===== src/rtl/bram_tree_pq.sv =====
// bram_tree_pq: max-priority binary heap; levels 0-1 in registers, each deeper level in its own block RAM.
// o_data always shows the root; one enqueue/dequeue/replace is accepted per IDLE period.
module bram_tree_pq #(
   parameter int QUEUE_SIZE = 15,
   parameter int DATA_WIDTH = 16
) (
   input  logic                  CLK,
   input  logic                  RSTn,
   input  logic                  i_wrt,
   input  logic                  i_read,
   input  logic [DATA_WIDTH-1:0] i_data,
   output logic                  o_full,
   output logic                  o_empty,
   output logic [DATA_WIDTH-1:0] o_data
);
   localparam int L  = $clog2(QUEUE_SIZE + 1);
   localparam int LW = $clog2(L);
   localparam int OW = L - 1;
   typedef enum logic [2:0] {IDLE, DQ_WT, SD_RL, SD_RR, SD_CMP, SU_RD, SU_CMP} state_t;
   state_t state, state_nx;
   logic [L-1:0] size;
   logic [LW-1:0] pl, pn, pp, lv_e, lv_d, al, bl;
   logic [OW-1:0] pk, c, ra, of_e, of_d, ak, bk;
   logic [DATA_WIDTH-1:0] root, cur, lq, big, pv, ad, bd;
   logic ae, be, do_enq, do_deq, do_rep, l_ok, r_ok, rgt, sd_swap, su_swap;
   logic we [L];
   logic [OW-1:0] wa [L];
   logic [DATA_WIDTH-1:0] wd [L], rdv [L];

   function automatic logic [LW-1:0] lv(input int n);
      lv = '0;
      for (int i = 1; i < L; i++) if (n + 1 >= (1 << i)) lv = LW'(i);
   endfunction

   function automatic logic [OW-1:0] off(input int n);
      return OW'(n + 1 - (1 << lv(n)));
   endfunction

   assign o_empty = size == '0;
   assign o_full  = size == L'(QUEUE_SIZE);
   assign o_data  = o_empty ? '0 : root;
   assign do_enq  = i_wrt && (!i_read || o_empty) && !o_full;
   assign do_deq  = i_read && !i_wrt && !o_empty;
   assign do_rep  = i_read && i_wrt && !o_empty;
   assign lv_e    = lv(int'(size));
   assign of_e    = off(int'(size));
   assign lv_d    = lv(int'(size) - 1);
   assign of_d    = off(int'(size) - 1);
   assign pn      = pl + LW'(1);
   assign pp      = pl - LW'(1);
   // (pl,pk) is where cur currently sits; children live one level down at 2k/2k+1
   assign l_ok    = ((2 << pl) - 1 + 2 * int'(pk)) < int'(size);
   assign r_ok    = ((2 << pl) + 2 * int'(pk)) < int'(size);
   assign rgt     = r_ok && (rdv[pn] > lq);
   assign big     = rgt ? rdv[pn] : lq;
   assign c       = {pk[OW-2:0], rgt};
   assign sd_swap = big > cur;
   assign pv      = rdv[pp];
   assign su_swap = cur > pv;

   always_ff @(posedge CLK)
      if (RSTn) state <= IDLE;
      else state <= state_nx;

   always_comb begin
      state_nx = IDLE;
      case (state)
         IDLE:   state_nx = do_enq ? (lv_e == '0 ? IDLE : SU_RD) :
                            do_deq ? (size == L'(1) ? IDLE : DQ_WT) :
                            do_rep ? SD_RL : IDLE;
         DQ_WT:  state_nx = SD_RL;
         SD_RL:  state_nx = (pl == LW'(L - 1) || !l_ok) ? IDLE : SD_RR;
         SD_RR:  state_nx = SD_CMP;
         SD_CMP: state_nx = sd_swap ? SD_RL : IDLE;
         SU_RD:  state_nx = SU_CMP;
         SU_CMP: state_nx = (su_swap && pl > LW'(1)) ? SU_RD : IDLE;
         default: state_nx = IDLE;
      endcase
   end

   always_comb begin
      ae = 1'b0;
      al = '0;
      ak = '0;
      ad = '0;
      be = 1'b0;
      bl = '0;
      bk = '0;
      bd = '0;
      ra = '0;
      case (state)
         IDLE: begin
            ae = do_enq || do_rep;
            al = do_enq ? lv_e : '0;
            ak = do_enq ? of_e : '0;
            ad = i_data;
            ra = of_d;
         end
         DQ_WT: begin
            ae = 1'b1;
            ad = rdv[pl];
         end
         SD_RL: ra = {pk[OW-2:0], 1'b0};
         SD_RR: ra = {pk[OW-2:0], 1'b1};
         SD_CMP: begin
            ae = sd_swap;
            al = pl;
            ak = pk;
            ad = big;
            be = sd_swap;
            bl = pn;
            bk = c;
            bd = cur;
         end
         SU_RD: ra = pk >> 1;
         SU_CMP: begin
            ae = su_swap;
            al = pl;
            ak = pk;
            ad = pv;
            be = su_swap;
            bl = pp;
            bk = pk >> 1;
            bd = cur;
         end
         default: ;
      endcase
   end

   always_ff @(posedge CLK)
      if (RSTn) begin
         size <= '0;
         pl   <= '0;
         pk   <= '0;
         cur  <= '0;
         lq   <= '0;
         root <= '0;
      end else begin
         if (we[0]) root <= wd[0];
         case (state)
            IDLE: begin
               size <= do_enq ? size + L'(1) : do_deq ? size - L'(1) : size;
               pl   <= do_enq ? lv_e : do_deq ? lv_d : '0;
               pk   <= do_enq ? of_e : do_deq ? of_d : '0;
               cur  <= i_data;
            end
            DQ_WT: begin
               cur <= rdv[pl];
               pl  <= '0;
               pk  <= '0;
            end
            SD_RR: lq <= rdv[pn];
            SD_CMP: if (sd_swap) begin
               pl <= pn;
               pk <= c;
            end
            SU_CMP: if (su_swap) begin
               pl <= pp;
               pk <= pk >> 1;
            end
            default: ;
         endcase
      end

   // two write requests (a, b) fan out to the per-level write ports; a swap never hits one level twice
   for (genvar g = 0; g < L; g++) begin : wp
      logic a_hit;
      assign a_hit = ae && al == LW'(g);
      assign we[g] = a_hit || (be && bl == LW'(g));
      assign wa[g] = a_hit ? ak : bk;
      assign wd[g] = a_hit ? ad : bd;
   end

   assign rdv[0] = root;

   for (genvar g = 1; g < L; g++) begin : lvl
      logic [DATA_WIDTH-1:0] mem [2**g];
      logic [DATA_WIDTH-1:0] rq;
      if (g < 2) begin : regs
         always_ff @(posedge CLK)
            if (RSTn) mem <= '{default: '0};
            else if (we[g]) mem[wa[g][g-1:0]] <= wd[g];
      end else begin : ram
         always_ff @(posedge CLK)
            if (we[g]) mem[wa[g][g-1:0]] <= wd[g];
      end
      always_ff @(posedge CLK) rq <= mem[ra[g-1:0]];
      assign rdv[g] = rq;
   end
endmodule


===== config.mk =====
export PLATFORM = sky130hd
export DESIGN_NAME = bram_tree_pq
export DESIGN_NICKNAME = d
export VERILOG_FILES = /design/src/rtl/bram_tree_pq.sv
export SDC_FILE = /design/constraint.sdc
export NUM_CORES = 1
export LEC_CHECK = 0
export ABC_AREA = 1
export CORE_ASPECT_RATIO = 0.7
export CORE_MARGIN = 2
export CORE_UTILIZATION = 46
export DETAILED_ROUTE_END_ITERATION = 16
export PLACE_DENSITY = 0.61
export SLEW_MARGIN = 20
export SYNTH_ARGS = -nofsm -noshare
export SYNTH_HDL_FRONTEND = slang
export SYNTH_SLANG_ARGS = --single-unit

===== constraint.sdc =====
create_clock -name CLK -period 5.75 [get_ports CLK]
set_clock_uncertainty 0.05 [all_clocks]
set_input_delay 0.8625 -clock CLK [delete_from_list [all_inputs] [get_ports CLK]]
set_output_delay 0.8625 -clock CLK [all_outputs]
set_load 0.03 [all_outputs]

==> metrics.yaml, run 1 <==
grt_pass1_vias: 13400
die_area_um2: 39600
portBuffers: 37
drc: 0
first_iter_violations: 1982
syn_to_final_growth_pct: 14.3
dpl-instance-area_um2: 18800
die_w_um: 237
crit_required_ns: 5.97
tightest_slew_ns: 0.896
crit_fanout: 61
grt.met2_usage_pct: 36.7
cts-root-buf: "clkbuf_16"
ys_types: 46
critPathMostFrequentCell: "buf_4"
wl_per_cell_um: 20.1
numCtsBuffers: 34
slowest_stage: "o21ai_0"
use_met1_pct: 41.6
hold_buffers: 0
fin_area_um2: 20000
fmax_mhz: 188
grt_max_degree: 66
avgSynthCellArea_um2: 8.33
finalHoldViolations: 0
synth-seq-cells: 332
start_util_pct: 46.9
fin_util_pct: 53.6
finalSetupTns_ns: 0
yosys_warnings: 0
vias_per_cell: 5.50
slew_headroom_pct: 40.1
endpoint_kind: "flop"
antenna_found_initial: 0
synthFlopType: "edfxtp_1"
cap_violations: 0
final.period_utilization_pct: 92.7
row_count: 59
cts_num_sinks: 332
rsz0062_at_grt: "false"
cts_buffer_depth: 3
track_usage_pct: 27.1
startpoint_type: "flop"
slew_violations: 0
period_needed_ns: 5.33
grt_pass1_wl_mm: 81.2
drive_gt1_share_pct: 10.1
die_y_um: 167
cts_tree: "built"
met3_usage_pct: 8.30
async_flop_share_pct: 0
postSynthCellCount: 2097
grt_busiest_layer: "met1"
antenna_left: 0
min_path_type: "flop to flop"
syn_area_um2: 17500
seq_area_frac_synth_pct: 49.1
status: "completed"
nNetsFinal: 2261
htreeDepth: 2
criticalPathCategory: "flop to flop"
place.gp.congestion: 0.980
dpl.hpwl_mm: 39.5
synth_edf_count: 192
layout_commonest_cell: "nand2_1"
overflow: 0
critPathArrivalTime_ns: 5.56
drt-pass1-iter-count: 6
synth_fp_nets: 2196
layout_common_cells: "nand2_1, inv_1, o21ai_0"
ios: 38
design.core.area_um2: 37300
clock_latency_ns: 0.55
critPathMaxStageDelay_ns: 0.62
vias: 14700
clk_pin_slew_ns: 0.06
drt-total-wl_mm: 53.7
setup_viol: 0
## flip-flops by register name, indices dropped and copies added (netlist names)
register / flops
cur: 16
lq: 16
lvl.mem: 224
lvl.rq: 48
pk: 3
pl: 2
root: 16
size: 4
state: 3
## path summary, 6_finish.rpt
kind | cells after the start | end | start | slack [ns]
min reg2reg | 2 | lvl[1].rq[6]$_DFF_P_ | lvl[1].mem[6]$_SDFFE_PP0P_ | 0.41
min | 2 | lvl[1].rq[6]$_DFF_P_ | lvl[1].mem[6]$_SDFFE_PP0P_ | 0.41
max | 25 | lvl[3].mem[6][0]$_DFFE_PP_ | pl[0]$_SDFFE_PP0P_ | 0.42
max reg2reg | 25 | lvl[3].mem[6][0]$_DFFE_PP_ | pl[0]$_SDFFE_PP0P_ | 0.42
## routing by layer
| metal | wire length [µm] | part of all wire (%) |
|---|---|---|
| met5 | 0 | 0 |
| met4 | 1040 | 1.9 |
| met3 | 5910 | 11 |
| met2 | 21200 | 40 |
| met1 | 25500 | 48 |
## critical path: cells and delay by family (launching register included)
| family | cells | cell delay [ns] |
|---|---|---|
| compound gates | 3 | 1.10 |
| fa+ha+maj | 2 | 0.53 |
| buf+inv | 7 | 1.25 |
| flops | 1 | 0.40 |
| simple gates | 13 | 1.68 |
## area by class of cell
class / count / area [µm²]
flip-flops and latches: 332 / 8570
clock inverters: 19 / 184
multi-input cells: 1413 / 7500
diodes: 2 / 5.00
clock buffers: 42 / 881
repair buffers: 130 / 1260
well taps: 488 / 611
fillers: 3433 / 17300
inverters: 251 / 946
## per-stage QoR
stage	instances	setup slack, ns	hold WS [ns]
4_1_cts	2672	0.210	0.404
6_report	2677	0.417	0.405
3_3_place_gp	2611	0.304	0.380
3_5_place_dp	2611	0.241	0.393
2_1_floorplan	2097	-0.0685	0.370
5_1_grt	2675	0.0113	0.437
## cell usage after synthesis, types with 18 or more instances
cell type | instances | area (µm²)
a21oi_1 | 110 | 551
nand2_1 | 504 | 1890
nand3_1 | 85 | 425
o21ai_0 | 209 | 1050
edfxtp_1 | 192 | 5770
mux2i_1 | 32 | 320
ha_1 | 76 | 951
inv_1 | 229 | 860
dfxtp_1 | 140 | 2800
clkbuf_1 | 42 | 158
inv_2 | 18 | 67.6
o22ai_1 | 35 | 219
buf_2 | 34 | 170
nor2_1 | 206 | 773
o21ai_1 | 21 | 105
## cells by family (layout without fill, tap and decap cells)
logic type | after synthesis | in the layout | share of synthesized area, %
other | 0 | 2 | 0
AND/OR/NAND/NOR | 853 | 853 | 20.2
XOR/XNOR | 11 | 11 | 0.552
flip-flops | 332 | 332 | 49.1
multiplexers | 32 | 32 | 1.83
AO/OA/AOI/OAI | 438 | 438 | 14.2
adder cells (fa/ha/maj) | 79 | 79 | 5.79
buffers and inverters | 352 | 442 | 8.39
## repair_timing
action                                  CTS  global route
endpoints found under the setup margin    0           404
buffers inserted                          0             2
resized for setup                         0            11
Power of run 1 is not shown: default switching activity piles up to over one toggle a cycle in this logic, so the estimate is an artifact.
==> run 2, diff against run 1 <==
Settings changed: CELL_PAD_IN_SITES_DETAIL_PLACEMENT from default to 1, CELL_PAD_IN_SITES_GLOBAL_PLACEMENT from default to 1, CORE_UTILIZATION 46 to 43, PLACE_DENSITY 0.61 to 0.73.
==> metrics.yaml, run 2 (synthesis results as in run 1) <==
design.core.area_um2: 39900  # was 37300 µm²
fin_util_pct: 50.6  # was 53.6%
wl_met2_mm: 26.7  # was 21.2 mm
overflow: 0  # unchanged
layout.cells.non_filler: 2715  # was 2677
vias_per_cell: 5.67  # was 5.50
antennaDiodeCount: 0  # was 2
fmax_mhz: 185  # was 188 MHz
slew_headroom_pct: 21.1  # was 40.1%
fin_area_um2: 20200  # was 20000 µm²
cts_buffer_depth: 3  # unchanged
reg2reg_setup_slack_ns: 0.35  # was 0.42 ns
syn_to_final_growth_pct: 15.6  # was 14.3%
wl_met1_mm: 29.0  # was 25.5 mm
startpoint_type: "flop"  # unchanged
endpoint_kind: "flop"  # unchanged
final.period_utilization_pct: 94.0  # was 92.7%
track_usage_pct: 28.7  # was 27.1%
drive_gt1_share_pct: 10.2  # was 10.1%
critPathMaxStageDelay_ns: 0.37  # was 0.62 ns
top_regs: "lvl.mem x224, lvl.rq x48"  # unchanged
tightest_slew_ns: 1.18  # was 0.896 ns
reg2reg_to: "lvl[2].mem[0][11]$_DFFE_PP_"  # was lvl[3].mem[6][0]$_DFFE_PP_
largest_reg_flops: 224  # unchanged
status: "completed"  # unchanged
drt-pass1-iter-count: 5  # was 6
critPathArrivalTime_ns: 5.61  # was 5.56 ns
vias: 15400  # was 14700
top_register: "lvl.mem"  # unchanged
finalHoldViolations: 0  # unchanged
criticalPathCategory: "flop to flop"  # unchanged
grt_max_degree: 111  # was 66
layout_commonest_cell: "nand2_1"  # unchanged
die_y_um: 173  # was 167 µm
drt-total-wl_mm: 62.0  # was 53.7 mm
critPathMostFrequentCell: "nand2_1"  # was buf_4
r2r-start: "pl[0]$_SDFFE_PP0P_"  # unchanged
die_area_um2: 42300  # was 39600 µm²
wl_per_cell_um: 22.8  # was 20.1 µm
highest_layer: "met4"  # unchanged
crit_required_ns: 5.96  # was 5.97 ns
ios: 38  # unchanged
drc: 0  # unchanged
clk_pin_slew_ns: 0.06  # about the same
hold_buffers: 0  # unchanged
slowest_stage: "dfxtp_4"  # was o21ai_0
slew_violations: 0  # unchanged
nNetsFinal: 2251  # was 2261
htreeDepth: 2  # unchanged
grt_pass1_vias: 15200  # was 13400
start_util_pct: 43.8  # was 46.9%
dpl.hpwl_mm: 44.5  # was 39.5 mm
die_w_um: 245  # was 237 µm
layout_common_cells: "nand2_1, inv_1, o21ai_0"  # unchanged
numCtsBuffers: 36  # was 34
place_inst: 2640  # was 2611
antenna_left: 0  # unchanged
period_needed_ns: 5.40  # was 5.33 ns
portBuffers: 37  # unchanged
row_count: 61  # was 59
antenna_found_initial: 0  # unchanged
grt_pass1_wl_mm: 92.2  # was 81.2 mm
cts-root-buf: "clkbuf_16"  # unchanged
cts_num_sinks: 332  # unchanged
clock_latency_ns: 0.55  # about the same
reg2reg_depth: 31  # was 25
first_iter_violations: 1343  # was 1982
dpl-instance-area_um2: 18800  # about the same
min_path_type: "flop to flop"  # unchanged
dr_wl_met3_mm: 4.54  # was 5.91 mm
cp-startpoint: "pl[0]$_SDFFE_PP0P_"  # unchanged
cts_tree: "built"  # unchanged
cap_violations: 0  # unchanged
setup_viol: 0  # unchanged
place.gp.congestion: 0.939  # was 0.980
endpoint: "lvl[2].mem[0][11]$_DFFE_PP_"  # was lvl[3].mem[6][0]$_DFFE_PP_
fillers: 4719  # was 3433
crit_fanout: 31  # was 61
-- run 2: changes by cell type in the layout (fill, tap and decap cells not counted), moves of 3 or more --
cell / previous run / this run
o21ai_0: 208 / 198
clkbuf_16: 35 / 40
buf_4: 77 / 60
clkinv_1: 10 / 7
o21ai_2: 13 / 16
o21ai_1: 22 / 29
-- run 2: worst min-delay path by stage --
stage | startpoint | end | slack [ns] | depth (start not counted)
after floorplan | lvl[1].mem[22]$_SDFFE_PP0P_ | lvl[1].rq[6]$_DFF_P_ | 0.37 | 2
after CTS | lvl[1].mem[22]$_SDFFE_PP0P_ | lvl[1].rq[6]$_DFF_P_ | 0.40 | 2
after global routing | lvl[1].mem[22]$_SDFFE_PP0P_ | lvl[1].rq[6]$_DFF_P_ | 0.42 | 2
after detailed placement | lvl[1].mem[22]$_SDFFE_PP0P_ | lvl[1].rq[6]$_DFF_P_ | 0.39 | 2
after global placement | lvl[1].mem[22]$_SDFFE_PP0P_ | lvl[1].rq[6]$_DFF_P_ | 0.38 | 2
final | lvl[1].mem[22]$_SDFFE_PP0P_ | lvl[1].rq[6]$_DFF_P_ | 0.39 | 2
-- run 2: cell type report --
type / instances / area, µm² / area share [%]
Timing Repair Buffer: 118 / 1240 / 6.15
Clock buffer: 48 / 987 / 4.89
Clock inverter: 18 / 206 / 1.02
Tap cell: 535 / 669 / 3.31
Multi-Input combinational cell: 1413 / 7570 / 37.5
Inverter: 251 / 951 / 4.71
Sequential cell: 332 / 8570 / 42.4
-- run 2: layer usage --
layer	GRT usage, %	vias to the layer above
met5	0	-
met1	42.3	7672
met4	8.79	0
met2	43.1	557
li1	-	7076
met3	4.83	95
-- run 2: worst max-delay path, delay by kind of cell, from the launching register on --
kind                       cells  cell delay [ns]
buffers and inverters          8             1.13
DFF                            1             0.37
and+or+nand+nor               15             1.81
adders and majority gates      3             0.91
AOI/OAI and AO/OA              5             0.84
-- run 2: per-stage QoR --
step                hold WS [ns]  TNS, ns  setup WS (ns)
floorplan                  0.370    -7.35        -0.0685
global placement           0.380        0          0.188
detailed placement         0.388   -0.499        -0.0294
CTS                        0.400        0         0.0520
global route               0.420   -0.533        -0.0558
finish                     0.391        0          0.345
-- run 2: repair_timing --
item                                    4_1_cts  5_1_grt
setup buffers                                 0        6
gates resized for setup                       4       36
cloned                                        0        3
pin swaps                                     0        6
endpoints found under the setup margin       90      424
Power of run 2 is left out for the same reason.
==> run 3, diff against run 2 <==
Settings changed: ABC_AREA 1 to default, CORE_UTILIZATION 43 to 46, CTS_CLUSTER_SIZE from default to 30, PLACE_DENSITY 0.73 to 0.74.
==> metrics.yaml, run 3 <==
start_util_pct: 46.4  # was 43.8%
rsz0062_at_grt: "true"
failed_checks: "negative setup slack"
synth-seq-cells: 332  # unchanged
synth_fp_nets: 1768  # was 2196
grt_pass1_vias: 15300  # was 15200
reg2reg_depth: 25  # was 31
portBuffers: 37  # unchanged
cts_buffer_depth: 3  # unchanged
synth_simple_gate_area_share_pct: 12.8  # was 20.2%
crit_required_ns: 6.14  # was 5.96 ns
htreeDepth: 2  # unchanged
die_area_um2: 40100  # was 42300 µm²
nNetsFinal: 1934  # was 2251
clk_pin_slew_ns: 0.07  # was 0.06 ns
highest_layer: "met5"  # was met4
setup_viol: 433  # was 0
antenna_left: 0  # unchanged
netlist_top_cells_count: "nand2_1, edfxtp_1, dfxtp_1"  # was nand2_1, inv_1, o21ai_0
drc: 0  # unchanged
synth_edf_count: 192  # unchanged
critPathArrivalTime_ns: 6.70  # was 5.61 ns
ios: 38  # unchanged
avgSynthCellArea_um2: 10.6  # was 8.33 µm²
antenna_found_initial: 4  # was 0
place_inst: 2236  # was 2640
drt-total-wl_mm: 72.1  # was 62.0 mm
grt_max_degree: 63  # was 111
die_w_um: 239  # was 245 µm
dr_wl_met3_mm: 8.57  # was 4.54 mm
clock_latency_ns: 0.57  # was 0.55 ns
top_register: "lvl.mem"  # unchanged
async_flop_share_pct: 0  # unchanged
slew_headroom_pct: 28.8  # was 21.1%
largest_reg_flops: 224  # unchanged
wl_met1_mm: 29.9  # was 29.0 mm
synthFlopType: "edfxtp_1"  # unchanged
syn_area_um2: 17700  # was 17500 µm²
vias: 15600  # was 15400
wl_per_cell_um: 30.6  # was 22.8 µm
final.period_utilization_pct: 110  # was 94.0%
slowest_stage: "mux4_2"  # was dfxtp_4
layout_common_cells: "nand2_1, edfxtp_1, dfxtp_1"  # was nand2_1, inv_1, o21ai_0
hold_ws_ns: 0.435  # was 0.391 ns
reg2reg_setup_slack_ns: -0.56  # was 0.35 ns
dpl.hpwl_mm: 45.0  # was 44.5 mm
top_regs: "lvl.mem x224, lvl.rq x48"  # unchanged
min_path_type: "flop to flop"  # unchanged
tightest_slew_ns: 1.06  # was 1.18 ns
layout_commonest_cell: "nand2_1"  # unchanged
cts_num_sinks: 332  # unchanged
postSynthCellCount: 1669  # was 2097
crit_fanout: 8  # was 31
muxShareOfSynthArea_pct: 12.5  # was 1.83%
synth_top_area_cell: "edfxtp_1"  # unchanged
critPathMaxStageDelay_ns: 0.57  # was 0.37 ns
ys_types: 72  # was 46
track_usage_pct: 33.4  # was 28.7%
slew_violations: 0  # unchanged
syn_to_final_growth_pct: 27.9  # was 15.6%
wl_met2_mm: 31.6  # was 26.7 mm
synth.top_cell.area_share_pct: 32.5  # was 33.0%
drive_gt1_share_pct: 28.9  # was 10.2%
layout.cells.non_filler: 2356  # was 2715
synth_compound_area_share_pct: 15.9  # was 14.2%
period_needed_ns: 6.31  # was 5.40 ns
synthXorXnorAreaFrac_pct: 0.396  # was 0.552%
fmax_mhz: 158  # was 185 MHz
cts_tree: "built"  # unchanged
overflow: 0  # unchanged
vias_per_cell: 6.62  # was 5.67
status: "finished with violations"  # was completed
antennaDiodeCount: 0  # unchanged
criticalPathCategory: "flop to flop"  # unchanged
startpoint_type: "flop"  # unchanged
finalSetupTns_ns: -168.94  # was 0 ns
seq_area_frac_synth_pct: 48.4  # was 49.1%
place_ws_ns: -0.355  # was -0.0294 ns
design.core.area_um2: 38200  # was 39900 µm²
hold_path_depth: 2  # unchanged
endpoint_kind: "flop"  # unchanged
yosys.cell_count.top_type: "nand2_1"  # unchanged
yosys_warnings: 0  # unchanged
hold_buffers: 0  # unchanged
numCtsBuffers: 35  # was 36
setup_slack_ns: -0.561  # was 0.345 ns
drt-pass1-iter-count: 6  # was 5
cts-root-buf: "clkbuf_16"  # unchanged
row_count: 60  # was 61
die_y_um: 168  # was 173 µm
first_iter_violations: 1944  # was 1343
finalHoldViolations: 0  # unchanged
cap_violations: 0  # unchanged
grt_pass1_wl_mm: 99.4  # was 92.2 mm
place.gp.congestion: 1.01  # was 0.939
synth_fa_ha_area_share_pct: 5.71  # was 5.79%
synth_top_family_by_area: "compound AO/OA/AOI/OAI gates"  # was simple AND/OR/NAND/NOR gates
yosys-top-cells-area: "edfxtp_1, dfxtp_1, nand2_1"  # unchanged
[run 3: changes by cell type in the layout (fill, tap and decap cells not counted), moves of 33 or more]
cell	delta
nor2_1	-139
buf_4	+76
mux4_2	+48
a31oi_1	+35
a211oi_1	+67
nand3_1	-63
inv_1	-159
nand2_1	-225
o21ai_0	-163
a211oi_2	+33
mux2_2	+66
[run 3: timing repair]
item                                    4_1_cts  5_1_grt
gates cloned                                  5        3
pin swaps                                    41       41
buffers inserted                             33       23
endpoints found under the setup margin      424      436
resized for setup                            74       95
[run 3: cell type report]
class | count | area (µm²)
multi-input combinational | 1151 | 9490
inverter | 70 | 268
sequential | 332 | 8570
clock inverter | 16 | 158
fill | 3880 | 15600
clock buffer | 46 | 937
tap | 496 | 621
timing repair buffer | 245 | 2610
[run 3: logic make-up after synthesis]
logic type	after synthesis
muxes	150
buffers and inverters	186
AOI/OAI and AO/OA	407
adders and majority gates	79
xor gates and xnor gates	8
DFF	332
and+or+nand+nor	507
[run 3: worst paths after layout]
kind | from | end
hold / removal | cur[15]$_SDFFE_PP0P_ | cur[15]$_SDFFE_PP0P_
hold reg to reg | cur[15]$_SDFFE_PP0P_ | cur[15]$_SDFFE_PP0P_
setup / recovery | pl[0]$_SDFFE_PP0P_ | lvl[1].mem[7]$_SDFFE_PP0P_
setup reg to reg | pl[0]$_SDFFE_PP0P_ | lvl[1].mem[7]$_SDFFE_PP0P_
[run 3: per-stage QoR]
| stage | cell area (µm²) | utilization (%) |
|---|---|---|
| 6_report | 22700 | 59.3 |
| 5_1_grt | 22700 | 59.3 |
| 4_1_cts | 22000 | 57.7 |
| 3_5_place_dp | 20100 | 52.5 |
| 3_3_place_gp | 20100 | 52.5 |
| 2_1_floorplan | 18200 | - |
[run 3: routing by layer]
layer / global-route usage (%) / up-vias
li1: - / 6550
met1: 47.4 / 7925
met2: 48.1 / 939
met3: 12.6 / 185
met4: 8.59 / 6
met5: 1.21 / -
[run 3: critical path, delay by kind of cell (launching register included)]
family | cells | cell delay (ns)
compound gates | 7 | 1.89
buf+inv | 10 | 1.41
fa+ha+maj | 3 | 1.00
mux | 2 | 0.88
simple gates | 3 | 0.57
flops | 1 | 0.38
Power of run 3 is left out for the same reason.
